$ cat src/rtl/alu_issue_ctrl.sv
// alu_issue_ctrl
//   Front-end sequencer for the MIPS 32-bit ALU. It accepts a request, decodes
//   ALUOp/funct into the ALU's 4-bit operation code, and holds the operands on
//   the ALU while its one-cycle registered result settles. It then returns the
//   result, the zero flag and an illegal-op flag on a response channel.
//
//   Optional feature macro: ALU_ISSUE_PASSTHRU_EN
//     When this macro is defined, a new request may be accepted on the same
//     edge as a response handshake. This gives one op per 3 cycles.
//     When it is undefined, requests are taken only in IDLE, which gives one
//     op per 4 cycles.
//
//   Ports
//     clk, rst_n                      clock, synchronous active-low reset
//     req_valid/req_ready             request handshake
//     req_aluop[1:0], req_funct[5:0]  opcode fields
//     req_a, req_b [WIDTH]            operands
//     alu_data1, alu_data2 [WIDTH]    registered operands to the ALU
//     alu_operation[3:0]              registered ALU operation code
//     alu_result [WIDTH], alu_zero    ALU outputs (registered / combinational)
//     rsp_valid/rsp_ready             response handshake
//     rsp_result, rsp_zero,
//     rsp_illegal                     captured response
//
//   state   | meaning
//   --------+-----------------------------------------------------------
//   IDLE    | waiting for a request; req_ready=1
//   ISSUE   | operands on ALU; capture combinational zero flag
//   CAPTURE | ALU registered result valid; capture it
//   RESP    | response presented until rsp_ready
module alu_issue_ctrl #(
  parameter int WIDTH = 32
) (
  input  logic             clk,
  input  logic             rst_n,
  input  logic             req_valid,
  output logic             req_ready,
  input  logic [1:0]       req_aluop,
  input  logic [5:0]       req_funct,
  input  logic [WIDTH-1:0] req_a,
  input  logic [WIDTH-1:0] req_b,
  output logic [WIDTH-1:0] alu_data1,
  output logic [WIDTH-1:0] alu_data2,
  output logic [3:0]       alu_operation,
  input  logic [WIDTH-1:0] alu_result,
  input  logic             alu_zero,
  output logic             rsp_valid,
  input  logic             rsp_ready,
  output logic [WIDTH-1:0] rsp_result,
  output logic             rsp_zero,
  output logic             rsp_illegal
);

  typedef enum logic [1:0] {
    S_IDLE    = 2'd0,
    S_ISSUE   = 2'd1,
    S_CAPTURE = 2'd2,
    S_RESP    = 2'd3
  } state_t;

  state_t           state_q, state_d;
  logic [WIDTH-1:0] alu_a_q, alu_a_d;
  logic [WIDTH-1:0] alu_b_q, alu_b_d;
  logic [3:0]       alu_op_q, alu_op_d;
  logic [WIDTH-1:0] rsp_result_q, rsp_result_d;
  logic             rsp_zero_q, rsp_zero_d;
  logic             rsp_illegal_q, rsp_illegal_d;

  logic [3:0]       dec_op;
  logic             dec_illegal;
  logic             accept;

  // Opcode decode.
  always_comb begin
    dec_op      = 4'b0000;
    dec_illegal = 1'b0;
    unique case (req_aluop)
      2'b00: dec_op = 4'b0010;
      2'b01: dec_op = 4'b0110;
      2'b10: begin
        unique case (req_funct)
          6'b100000: dec_op = 4'b0010;
          6'b100010: dec_op = 4'b0110;
          6'b100100: dec_op = 4'b0000;
          6'b100101: dec_op = 4'b0001;
          6'b101010: dec_op = 4'b0111;
          6'b100111: dec_op = 4'b1100;
          default:   dec_illegal = 1'b1;
        endcase
      end
      default: dec_illegal = 1'b1;
    endcase
  end

`ifdef ALU_ISSUE_PASSTHRU_EN
  assign req_ready = (state_q == S_IDLE) || ((state_q == S_RESP) && rsp_ready);
`else
  assign req_ready = (state_q == S_IDLE);
`endif

  assign accept = req_valid && req_ready;

  always_comb begin
    state_d       = state_q;
    alu_a_d       = alu_a_q;
    alu_b_d       = alu_b_q;
    alu_op_d      = alu_op_q;
    rsp_result_d  = rsp_result_q;
    rsp_zero_d    = rsp_zero_q;
    rsp_illegal_d = rsp_illegal_q;

    unique case (state_q)
      S_IDLE: ;
      S_ISSUE: begin
        rsp_zero_d = alu_zero;
        state_d    = S_CAPTURE;
      end
      S_CAPTURE: begin
        rsp_result_d  = alu_result;
        rsp_illegal_d = 1'b0;
        state_d       = S_RESP;
      end
      S_RESP: begin
        if (rsp_ready) state_d = S_IDLE;
      end
      default: state_d = S_IDLE;
    endcase

    // accept can only be high in IDLE or in RESP while the response is being
    // consumed, so it safely overrides the per-state decisions above.
    if (accept) begin
      if (dec_illegal) begin
        rsp_result_d  = '0;
        rsp_zero_d    = 1'b0;
        rsp_illegal_d = 1'b1;
        state_d       = S_RESP;
      end else begin
        alu_a_d  = req_a;
        alu_b_d  = req_b;
        alu_op_d = dec_op;
        state_d  = S_ISSUE;
      end
    end
  end

  always_ff @(posedge clk) begin
    if (!rst_n) begin
      state_q       <= S_IDLE;
      alu_a_q       <= '0;
      alu_b_q       <= '0;
      alu_op_q      <= 4'b0000;
      rsp_result_q  <= '0;
      rsp_zero_q    <= 1'b0;
      rsp_illegal_q <= 1'b0;
    end else begin
      state_q       <= state_d;
      alu_a_q       <= alu_a_d;
      alu_b_q       <= alu_b_d;
      alu_op_q      <= alu_op_d;
      rsp_result_q  <= rsp_result_d;
      rsp_zero_q    <= rsp_zero_d;
      rsp_illegal_q <= rsp_illegal_d;
    end
  end

  assign alu_data1     = alu_a_q;
  assign alu_data2     = alu_b_q;
  assign alu_operation = alu_op_q;
  assign rsp_valid     = (state_q == S_RESP);
  assign rsp_result    = rsp_result_q;
  assign rsp_zero      = rsp_zero_q;
  assign rsp_illegal   = rsp_illegal_q;

endmodule

$ cat config.mk
export PLATFORM = sky130hd
export DESIGN_NAME = alu_issue_ctrl
export DESIGN_NICKNAME = d
export VERILOG_FILES = /design/src/rtl/alu_issue_ctrl.sv
export SDC_FILE = /design/constraint.sdc
export NUM_CORES = 1
export LEC_CHECK = 0
export ABC_AREA = 1
export BUFFER_PORTS_ARGS = -buffer_cell sky130_fd_sc_hd__buf_2
export CAP_MARGIN = 5
export CORE_ASPECT_RATIO = 0.6
export CORE_MARGIN = 3
export CORE_UTILIZATION = 41
export DETAILED_ROUTE_END_ITERATION = 6
export GPL_TIMING_DRIVEN = 0
export PLACE_DENSITY = 0.84
export SETUP_SLACK_MARGIN = 0.05
export SKIP_CTS_REPAIR_TIMING = 1
export SYNTH_ARGS = -nofsm -noshare
export SYNTH_HDL_FRONTEND = slang
export SYNTH_SLANG_ARGS = --single-unit
$ cat constraint.sdc
create_clock -name clk -period 1.6 [get_ports clk]
set_input_delay 0 -clock clk [delete_from_list [all_inputs] [get_ports clk]]
set_output_delay 0 -clock clk [all_outputs]
set_load 0.03 [all_outputs]
==> load_flow_metrics.sql, run 1 <==
INSERT INTO impl_metrics (metric_group, metric, value, unit) VALUES
('synth', 'postSynthAreaPerCell', '7.14', 'um2'),
('worst_setup_path', 'total_buffers_and_inverters_traversed_by_the_critical_path', '5', ''),
('power', 'power.share.switching', '39.2', '%'),
('power', 'pwr-share-seq', '36.8', '%'),
('final_layout', 'final-seq-area', '2090', 'um2'),
('placed_design', 'numPortBuffers', '211', ''),
('flow_run', 'cap_viol_max_count', '0', ''),
('sta', 'worst-slew-pin-transition', '0.598', 'ns'),
('final_layout', 'final.fill_count', '791', ''),
('drt', 'wl_per_cell', '13.7', 'um'),
('power', 'combinationalPowerShare', '40.4', '%'),
('drt', 'detail_route.first_pass.iterations', '5', ''),
('floorplanning', 'fp.dieArea', '11800', 'um2'),
('placed_design', 'gpl.final_weighted_congestion', '0.836', ''),
('global_route', 'number_of_antenna_violations_at_the_first_check_in_global_routing', '0', ''),
('worst_setup_path', 'worst_path_largest_cell_delay', '0.37', 'ns'),
('drt', 'route.detailed.drc', '0', ''),
('final_layout', 'layout-drive-gt1-share', '29.1', '%'),
('min_path', 'cell_depth_of_the_worst_hold_path', '4', ''),
('power', 'clock_power_share', '22.8', '%'),
('drt', 'detail_route.iter0.violations', '221', ''),
('final_layout', 'fin_cells', '1063', ''),
('worst_setup_path', 'crit_path_start_kind', 'flip-flop', ''),
('global_route', 'track_usage', '19.4', '%'),
('sta', 'final.period_utilization', '95.1', '%'),
('sta', 'setup_violations', '0', ''),
('synth', 'flip_flop_and_latch_count_after_synthesis', '104', ''),
('sta', 'worst_clock_skew', '0.00548', 'ns'),
('floorplanning', 'ios', '213', ''),
('clock_network', 'clock_latency', '0.34', 'ns'),
('floorplanning', 'die_h', '85.3', 'um'),
('floorplanning', 'fp.dieW', '138', 'um'),
('worst_setup_path', 'crit_path_cell_trace', 'inv_4 > ha_4 > nand2_4 > inv_4 > nand3_4 > buf_8 > buf_8 > buf_6 > nor2_1 > nor2_1', ''),
('clock_network', 'cts-root-buf', 'clkbuf_16', ''),
('worst_setup_path', 'endpoint_type_of_the_worst_setup_path', 'flip-flop', ''),
('placed_design', 'dp_hpwl', '8.96', 'mm'),
('worst_setup_path', 'worst-path-max-fanout', '10', ''),
('sta', 'final_hold_viol_count', '0', ''),
('worst_setup_path', 'cp_top_family', 'buffers and inverters', ''),
('global_route', 'first_global_vias', '4081', ''),
('floorplanning', 'row_count', '28', ''),
('worst_setup_path', 'r2r.worst_path.cells', '10', ''),
('final_layout', 'nNetsFinal', '1037', ''),
('global_route', 'grt_first_pass_wirelength', '19.0', 'mm'),
('clock_network', 'cts_buffers', '9', ''),
('synth', 'synth.yosys.seq_area_share', '48.5', '%'),
('worst_setup_path', 'critPathSlowestCell', 'dfxtp_4', ''),
('clock_network', 'clock_tree_from_tritoncts', 'done', ''),
('sta', 'finalSetupTns', '0', 'ns'),
('drt', 'postRouteAntennaNets', '0', ''),
('min_path', 'worst_hold_path_type', 'in2reg', ''),
('synth', 'post_synthesis_net_count', '715', ''),
('synth', 'netlist-cell-type-count', '19', ''),
('power', 'peakVddDrop', '0.000688', 'V'),
('final_layout', 'multi_input_area', '1790', 'um2'),
('clock_network', 'tritoncts_num_sinks', '104', ''),
('sta', 'finalWorstPathRequiredPeriod', '1.52', 'ns'),
('sta', 'f_max', '657', 'MHz'),
('sta', 'setup_repair_after_global_routing_missed_its_margin', 'false', ''),
('drt', 'vias', '4776', ''),
('clock_network', 'cts_buffer_depth', '2', ''),
('worst_setup_path', 'data_arrival_time_of_the_worst_path', '1.75', 'ns'),
('synth', 'syn-cell-area', '4290', 'um2'),
('floorplanning', 'core_area', '10000', 'um2'),
('power', 'p_per_cell_area', '1310', 'nW/um2'),
('run_status', 'run_status', 'complete, no violations', ''),
('floorplanning', 'initial_utilization', '42.9', '%'),
('power', 'internal_power', '5500', 'uW'),
('clock_network', 'path_clk_slew', '0.07', 'ns'),
('worst_setup_path', 'critical_path_class', 'reg2reg', ''),
('sta', 'whs', '0.0152', 'ns');
==> cell usage after synthesis <==
library cell / number
nor2_1: 182
nand2_1: 146
dfxtp_1: 104
inv_1: 80
mux2i_1: 33
buf_2: 13
clkbuf_1: 11
buf_6: 6
ha_1: 5
nand3_1: 5
o21ai_0: 4
nand4_1: 3
a21oi_1: 2
inv_2: 2
a21boi_0: 1
a31oi_1: 1
nor3_1: 1
o211ai_1: 1
or2_2: 1
==> tightest hold or removal path, stage by stage <==
cell and delay (ns):
buf_2 0.11, o21ai_0 0.07, nor2_1 0.05, nor2_1 0.08
==> stage by stage <==
step                      instance area (um2)  total power, uW  util (%)  worst slack [ns]
after global routing                     6900             9550      68.9            0.0155
after CTS                                5800             8660      57.9            -0.234
after detailed placement                 5520             6600      55.1            -0.223
after floorplan                          4300             5670         -            0.0255
after global placement                   5520             6520      55.1            -0.151
final                                    6900             9050      68.9            0.0788
==> metal layers <==
metal,share of wire [%],vias up,global-route usage (%)
met5,0,-,0
met3,6.3,28,6.87
met4,2.1,0,3.86
met2,48,198,32.0
met1,43,2138,25.0
li1,-,2412,-
==> path summary, 6_finish.rpt <==
| path | from | end | slack [ns] |
|---|---|---|---|
| hold reg to reg | rsp_illegal$_SDFF_PN0_ | rsp_illegal$_SDFF_PN0_ | 0.48 |
| setup reg to reg | state_q[0]$_SDFFE_PN0P_ | alu_data1[24]$_SDFFE_PN0P_ | 0.08 |
| setup / recovery | state_q[0]$_SDFFE_PN0P_ | alu_data1[24]$_SDFFE_PN0P_ | 0.08 |
| hold / removal | req_aluop[1] | alu_operation[1]$_SDFFE_PN0P_ | 0.02 |
==> power by group through the flow <==
stage / clock network [uW] / registers, uW / logic (uW)
after floorplan: 0 / 4220 / 1450
after global placement: 0 / 3330 / 3190
after detailed placement: 0 / 3350 / 3250
after CTS: 2100 / 3300 / 3260
after global routing: 2190 / 3380 / 3980
final: 2060 / 3330 / 3650
==> kinds of logic (layout without fill, tap and decap cells) <==
logic type | count (synthesis) | after routing | synth area share [%]
AO/OA/AOI/OAI | 9 | 9 | 1.19
adder cells (fa/ha/maj) | 5 | 5 | 1.46
buffers and inverters | 112 | 439 | 11.2
flip-flops | 104 | 104 | 48.5
multiplexers | 33 | 33 | 7.69
AND/OR/NAND/NOR | 338 | 338 | 30.0
==> area by class of cell <==
cell class / instances / share of cell area [%]
Clock buffer: 12 / 3.57
Clock inverter: 4 / 0.435
Multi-Input combinational cell: 385 / 25.9
Sequential cell: 104 / 30.3
Buffer: 30 / 3.08
Timing Repair Buffer: 311 / 29.7
Inverter: 82 / 4.57
Tap cell: 135 / 2.45
==> registers in the layout (all words and copies together), names as in the netlist <==
signal and flops:
rsp_result 32, rsp_zero 1, alu_data1 32, alu_operation 4
alu_data2 32, rsp_illegal 1, state_q 2
(Power assumes the default switching activity.)
==> run 2: changes to the inputs <==
==> constraint.sdc (replaced) <==
create_clock -name clk -period 1.6 [get_ports clk]
set_input_delay 0.16 -clock clk [delete_from_list [all_inputs] [get_ports clk]]
set_output_delay 0.16 -clock clk [all_outputs]
set_load 0.03 [all_outputs]
==> run 2 against run 1 <==
Against the previous run:
- non-clock buffer count is 98 lower
- largest cell class is now sequential cells
- count of clock-buffer cells in the layout stayed put
- total power is 3.2% lower
- core utilization is 9.8 points lower
- worst setup slack better by 0.051 ns
- register-to-register slack better by 0.05 ns
- die area stayed put
- first-iteration DRC count is 17% lower
- final cell count is 9.2% lower
- combinational power is 7.1% lower
- clock skew hardly changed
==> load_flow_metrics.sql, run 2 (synthesized netlist as in run 1, its figures left out) <==
INSERT INTO impl_metrics (metric_group, metric, value, unit) VALUES
('run_status', 'run_status', 'complete, no violations', ''),
('worst_setup_path', 'endpoint_type_of_the_worst_setup_path', 'flip-flop', ''),
('sta', 'finalSetupTns', '0', 'ns'),
('floorplanning', 'fp.dieArea', '11800', 'um2'),
('worst_setup_path', 'crit_path_start_kind', 'flip-flop', ''),
('global_route', 'grt_remaining_overflow', '0', ''),
('floorplanning', 'ios', '213', ''),
('clock_network', 'cts_buffer_depth', '2', ''),
('clock_network', 'cts-root-buf', 'clkbuf_16', ''),
('worst_setup_path', 'req_time_crit_path', '1.83', 'ns'),
('min_path', 'hold_path.startpoint', 'req_a[8]', ''),
('power', 'peakVddDrop', '0.000703', 'V'),
('global_route', 'grt_start_max_net_pins', '17', ''),
('final_layout', 'layout-drive-gt1-share', '32.5', '%'),
('sta', 'finalWorstPathRequiredPeriod', '1.47', 'ns'),
('placed_design', 'pre_cts_ws', '-0.223', 'ns'),
('placed_design', 'numPlacedInstances', '947', ''),
('final_layout', 'most_frequent_cells_in_the_layout', 'buf_2, nor2_1, nand2_1', ''),
('drt', 'vias', '4211', ''),
('worst_setup_path', 'total_buffers_and_inverters_traversed_by_the_critical_path', '5', ''),
('clock_network', 'clock_tree.htree_level_count', '3', ''),
('floorplanning', 'fp.dieW', '138', 'um'),
('worst_setup_path', 'worst-path-max-fanout', '10', ''),
('drt', 'wl_per_cell', '12.1', 'um'),
('power', 'p_per_cell_area', '1480', 'nW/um2'),
('drt', 'postRouteAntennaNets', '0', ''),
('sta', 'final.period_utilization', '91.9', '%'),
('worst_setup_path', 'critPathSlowestCell', 'dfxtp_4', ''),
('floorplanning', 'initial_utilization', '42.9', '%'),
('placed_design', 'gpl.final_weighted_congestion', '0.836', ''),
('drt', 'detail_route.iter0.violations', '183', ''),
('sta', 'worst-slew-pin-transition', '0.585', 'ns'),
('worst_setup_path', 'cp_top_family', 'buffers and inverters', ''),
('final_layout', 'mostFrequentLayoutCell', 'buf_2', ''),
('floorplanning', 'row_count', '28', ''),
('floorplanning', 'die_h', '85.3', 'um'),
('sta', 'slew_viol_final', '0', ''),
('drt', 'detail_route.wirelength', '11.6', 'mm'),
('worst_setup_path', 'r2r.worst_path.cells', '10', ''),
('clock_network', 'cts_buffers', '9', ''),
('worst_setup_path', 'crit_path_cell_trace', 'inv_4 > ha_4 > nand2_4 > inv_4 > nand3_4 > buf_8 > buf_8 > buf_6 > nor2_1 > nor2_1', ''),
('global_route', 'grt_first_pass_wirelength', '19.0', 'mm'),
('sta', 'final_hold_viol_count', '0', ''),
('final_layout', 'fin_cells', '965', ''),
('global_route', 'first_global_vias', '4081', ''),
('power', 'p_leak', '0.00339', 'uW'),
('worst_setup_path', 'worst_r2r_endpoint', 'alu_data1[28]$_SDFFE_PN0P_', ''),
('drt', 'detail_route.first_pass.iterations', '4', ''),
('clock_network', 'clock_latency', '0.33', 'ns'),
('min_path', 'min_delay_worst_endpoint', 'alu_data1[8]$_SDFFE_PN0P_', ''),
('global_route', 'number_of_antenna_violations_at_the_first_check_in_global_routing', '0', ''),
('sta', 'setup_violations', '0', ''),
('clock_network', 'tritoncts_num_sinks', '104', ''),
('placed_design', 'dp_hpwl', '8.96', 'mm'),
('placed_design', 'numPortBuffers', '211', ''),
('sta', 'fin_ws', '0.130', 'ns'),
('flow_run', 'cap_viol_max_count', '0', ''),
('worst_setup_path', 'setup.reg_to_reg.worst_slack', '0.13', 'ns'),
('final_layout', 'final.fill_count', '926', ''),
('floorplanning', 'core_area', '10000', 'um2'),
('clock_network', 'clock_tree_from_tritoncts', 'done', ''),
('sta', 'setup_repair_after_global_routing_missed_its_margin', 'false', ''),
('final_layout', 'area_growth', '37.9', '%'),
('placed_design', 'place_area', '5520', 'um2'),
('worst_setup_path', 'data_arrival_time_of_the_worst_path', '1.70', 'ns'),
('min_path', 'worst_hold_path_type', 'in2reg', ''),
('sta', 'worst_clock_skew', '0.00562', 'ns'),
('sta', 'max-slew-margin-rel', '61.0', '%'),
('min_path', 'cell_depth_of_the_worst_hold_path', '3', ''),
('drt', 'avgViaCountPerCell', '4.36', ''),
('worst_setup_path', 'worst_path_largest_cell_delay', '0.36', 'ns'),
('drt', 'route.detailed.drc', '0', ''),
('worst_setup_path', 'regToRegStartpoint', 'state_q[0]$_SDFFE_PN0P_', ''),
('clock_network', 'path_clk_slew', '0.07', 'ns'),
('sta', 'f_max', '680', 'MHz'),
('final_layout', 'post-route-cell-area', '5920', 'um2'),
('final_layout', 'num_antenna_cells', '0', ''),
('final_layout', 'nNetsFinal', '939', ''),
('global_route', 'track_usage', '19.4', '%'),
('worst_setup_path', 'critical_path_class', 'reg2reg', '');
## run 2: final cells by class
cell class	count	area, um2	share of cell area, %
well taps	135	169	2.85
clock inverters	4	30.0	0.507
multi-input cells	385	1790	30.2
plain buffers	30	213	3.59
flip-flops and latches	104	2090	35.3
clock buffers	12	246	4.16
repair buffers	213	1070	18.1
inverters	82	315	5.32
## run 2: how the worst max path moves through the flow
stage | startpoint | end | slack [ns] | depth (start not counted)
final | state_q[0]$_SDFFE_PN0P_ | alu_data1[28]$_SDFFE_PN0P_ | 0.13 | 10
after global routing | state_q[1]$_SDFFE_PN0P_ | alu_data2[21]$_SDFFE_PN0P_ | 0.04 | 10
after CTS | state_q[0]$_SDFFE_PN0P_ | rsp_result[5]$_SDFF_PN0_ | -0.23 | 6
after detailed placement | state_q[0]$_SDFFE_PN0P_ | rsp_result[5]$_SDFF_PN0_ | -0.22 | 6
after global placement | state_q[0]$_SDFFE_PN0P_ | rsp_result[19]$_SDFF_PN0_ | -0.15 | 6
after floorplan | state_q[0]$_SDFFE_PN0P_ | alu_operation[1]$_SDFFE_PN0P_ | 0.03 | 10
## run 2: layer usage
| metal | wire (um) | global-route usage [%] |
|---|---|---|
| met5 | 0 | 0 |
| met1 | 5540 | 25.0 |
| met4 | 59 | 3.86 |
| met3 | 930 | 6.87 |
| met2 | 5120 | 32.0 |
## run 2: power by group
part | leakage, uW | total, uW | internal (uW) | switching (uW)
combinational | 0.00240 | 3390 | 1170 | 2220
clock | 0.000133 | 2050 | 1100 | 944
sequential | 0.000851 | 3320 | 3070 | 249
## run 2: metrics by stage
step	hold WS, ns	utilization, %	total power [uW]
after floorplan	0.295	-	5670
after detailed placement	0.387	55.1	6600
after global routing	0.0383	59.1	9290
after global placement	0.381	55.1	6520
final	0.0430	59.1	8760
after CTS	0.0295	57.9	8660
## run 2: worst reg2reg max path: stages, from the launching register on
cell	delay [ns]
dfxtp_4	0.36
inv_4	0.06
ha_4	0.14
nand2_4	0.06
inv_4	0.07
nand3_4	0.08
buf_8	0.15
buf_8	0.14
buf_6	0.15
nor2_1	0.10
nor2_1	0.05
==> run 3: changes to the inputs <==
==> constraint.sdc (replaced) <==
create_clock -name clk -period 1.6 [get_ports clk]
set_input_delay 0.32 -clock clk [delete_from_list [all_inputs] [get_ports clk]]
set_output_delay 0.32 -clock clk [all_outputs]
set_load 0.03 [all_outputs]
==> run 3 against run 2 <==
Against the previous run:
- clock skew about the same
- non-clock buffer count decreased by 1
- total power shrank 0.12%
- count of clock-buffer cells in the layout unchanged
- highest routed layer unchanged
==> load_flow_metrics.sql, run 3 (synthesized netlist as in run 1, its figures left out) <==
INSERT INTO impl_metrics (metric_group, metric, value, unit) VALUES
('worst_setup_path', 'data_arrival_time_of_the_worst_path', '1.71', 'ns'),
('power', 'clock_power_share', '23.4', '%'),
('sta', 'setup_violations', '0', ''),
('floorplanning', 'die_h', '85.3', 'um'),
('placed_design', 'place_area', '5520', 'um2'),
('global_route', 'grt_remaining_overflow', '0', ''),
('sta', 'max-slew-margin-rel', '60.8', '%'),
('drt', 'vias', '4202', ''),
('worst_setup_path', 'critical_path_class', 'reg2reg', ''),
('sta', 'worst_clock_skew', '0.00548', 'ns'),
('sta', 'setup_repair_after_global_routing_missed_its_margin', 'false', ''),
('power', 'p_switching', '3410', 'uW'),
('final_layout', 'most_frequent_cells_in_the_layout', 'buf_2, nor2_1, nand2_1', ''),
('clock_network', 'cts-root-buf', 'clkbuf_16', ''),
('placed_design', 'dp_hpwl', '8.96', 'mm'),
('run_status', 'run_status', 'complete, no violations', ''),
('sta', 'f_max', '678', 'MHz'),
('drt', 'avgViaCountPerCell', '4.36', ''),
('flow_run', 'cap_viol_max_count', '0', ''),
('global_route', 'track_usage', '19.4', '%'),
('drt', 'detail_route.first_pass.iterations', '4', ''),
('worst_setup_path', 'worst-path-max-fanout', '10', ''),
('power', 'pwr-share-seq', '38.0', '%'),
('power', 'internal_power', '5330', 'uW'),
('worst_setup_path', 'endpoint_type_of_the_worst_setup_path', 'flip-flop', ''),
('global_route', 'number_of_antenna_violations_at_the_first_check_in_global_routing', '0', ''),
('floorplanning', 'core_area', '10000', 'um2'),
('worst_setup_path', 'crit_path_start_kind', 'flip-flop', ''),
('clock_network', 'clock_latency', '0.33', 'ns'),
('final_layout', 'post-route-cell-area', '5930', 'um2'),
('final_layout', 'nNetsFinal', '938', ''),
('drt', 'detail_route.iter0.violations', '175', ''),
('power', 'p_leak', '0.00338', 'uW'),
('sta', 'final_hold_viol_count', '0', ''),
('clock_network', 'cts_buffer_depth', '2', ''),
('clock_network', 'clock_tree.htree_level_count', '3', ''),
('final_layout', 'num_antenna_cells', '0', ''),
('sta', 'worst-slew-pin-transition', '0.588', 'ns'),
('drt', 'wl_per_cell', '12.1', 'um'),
('power', 'peakVddDrop', '0.000702', 'V'),
('floorplanning', 'row_count', '28', ''),
('sta', 'finalWorstPathRequiredPeriod', '1.48', 'ns'),
('final_layout', 'final.fill_count', '925', ''),
('drt', 'route.detailed.drc', '0', ''),
('final_layout', 'layout-drive-gt1-share', '33.1', '%'),
('power', 'combinationalPowerShare', '38.7', '%'),
('final_layout', 'mostFrequentLayoutCell', 'buf_2', ''),
('placed_design', 'gpl.final_weighted_congestion', '0.836', ''),
('global_route', 'first_global_vias', '4081', ''),
('final_layout', 'area_growth', '38.0', '%'),
('placed_design', 'numPortBuffers', '211', ''),
('global_route', 'grt_start_max_net_pins', '17', ''),
('drt', 'detail_route.wirelength', '11.6', 'mm'),
('clock_network', 'clock_tree_from_tritoncts', 'done', ''),
('floorplanning', 'initial_utilization', '42.9', '%'),
('clock_network', 'cts_buffers', '9', ''),
('sta', 'final.period_utilization', '92.2', '%'),
('power', 'p_per_cell_area', '1480', 'nW/um2'),
('placed_design', 'pre_cts_ws', '-0.223', 'ns'),
('sta', 'fin_ws', '0.125', 'ns'),
('worst_setup_path', 'req_time_crit_path', '1.83', 'ns'),
('global_route', 'grt_first_pass_wirelength', '19.0', 'mm'),
('floorplanning', 'fp.dieArea', '11800', 'um2'),
('floorplanning', 'ios', '213', ''),
('clock_network', 'path_clk_slew', '0.07', 'ns'),
('sta', 'whs', '0.204', 'ns'),
('sta', 'slew_viol_final', '0', ''),
('drt', 'postRouteAntennaNets', '0', ''),
('clock_network', 'tritoncts_num_sinks', '104', ''),
('min_path', 'worst_hold_path_type', 'in2reg', ''),
('power', 'power.share.switching', '39.0', '%'),
('floorplanning', 'fp.dieW', '138', 'um');
## run 3: cell types whose count changed in the layout (fill, tap and decap cells not counted)
cell | before | now
nor2_1 | 173 | 168
nor2_2 | 9 | 14
buf_4 | 4 | 3
## run 3: metrics by stage
stage / TNS (ns) / std cells / power [uW] / util [%]
floorplan: 0 / 601 / 5670 / -
global placement: -7.32 / 947 / 6520 / 55.1
detailed placement: -11.55 / 947 / 6600 / 55.1
CTS: -12.13 / 963 / 8660 / 57.9
global route: 0 / 964 / 9280 / 59.2
finish: 0 / 964 / 8750 / 59.2
## run 3: final cells by class
class | count | area, um2 | area share, %
flip-flops and latches | 104 | 2090 | 35.3
multi-input cells | 385 | 1800 | 30.4
repair buffers | 212 | 1060 | 17.9
inverters | 82 | 315 | 5.32
clock buffers | 12 | 246 | 4.16
plain buffers | 30 | 213 | 3.59
well taps | 135 | 169 | 2.85
clock inverters | 4 | 30.0 | 0.507
## run 3: final timing paths
check | cells past startpoint | slack [ns] | start | endpoint
max | 10 | 0.12 | state_q[0]$_SDFFE_PN0P_ | alu_data1[28]$_SDFFE_PN0P_
min reg2reg | 2 | 0.48 | rsp_illegal$_SDFF_PN0_ | rsp_illegal$_SDFF_PN0_
min | 3 | 0.20 | req_a[8] | alu_data1[8]$_SDFFE_PN0P_
max reg2reg | 10 | 0.12 | state_q[0]$_SDFFE_PN0P_ | alu_data1[28]$_SDFFE_PN0P_
## run 3: per-layer routing
layer	part of all wire, %	track usage (%)	vias to the layer above	routed length (um)
met5	0	0	-	0
met4	0.47	3.86	0	55
met3	8.2	6.87	6	948
met2	44	32.0	139	5110
met1	47	25.0	1846	5510
li1	-	-	2211	-
## run 3: power groups by stage
stage | Clock (uW) | Sequential (uW) | Combinational [uW]
after floorplan | 0 | 4220 | 1450
after global placement | 0 | 3330 | 3190
after detailed placement | 0 | 3350 | 3250
after CTS | 2100 | 3300 | 3260
after global routing | 2200 | 3380 | 3700
final | 2050 | 3320 | 3380
## run 3: critical path, cell delays in order, from the launching register on
cell and delay (ns):
dfxtp_4 0.37, inv_4 0.06, ha_4 0.14, nand2_4 0.06
inv_4 0.07, nand3_4 0.08, buf_8 0.15, buf_8 0.14
buf_6 0.14, nor2_1 0.10, nor2_1 0.05
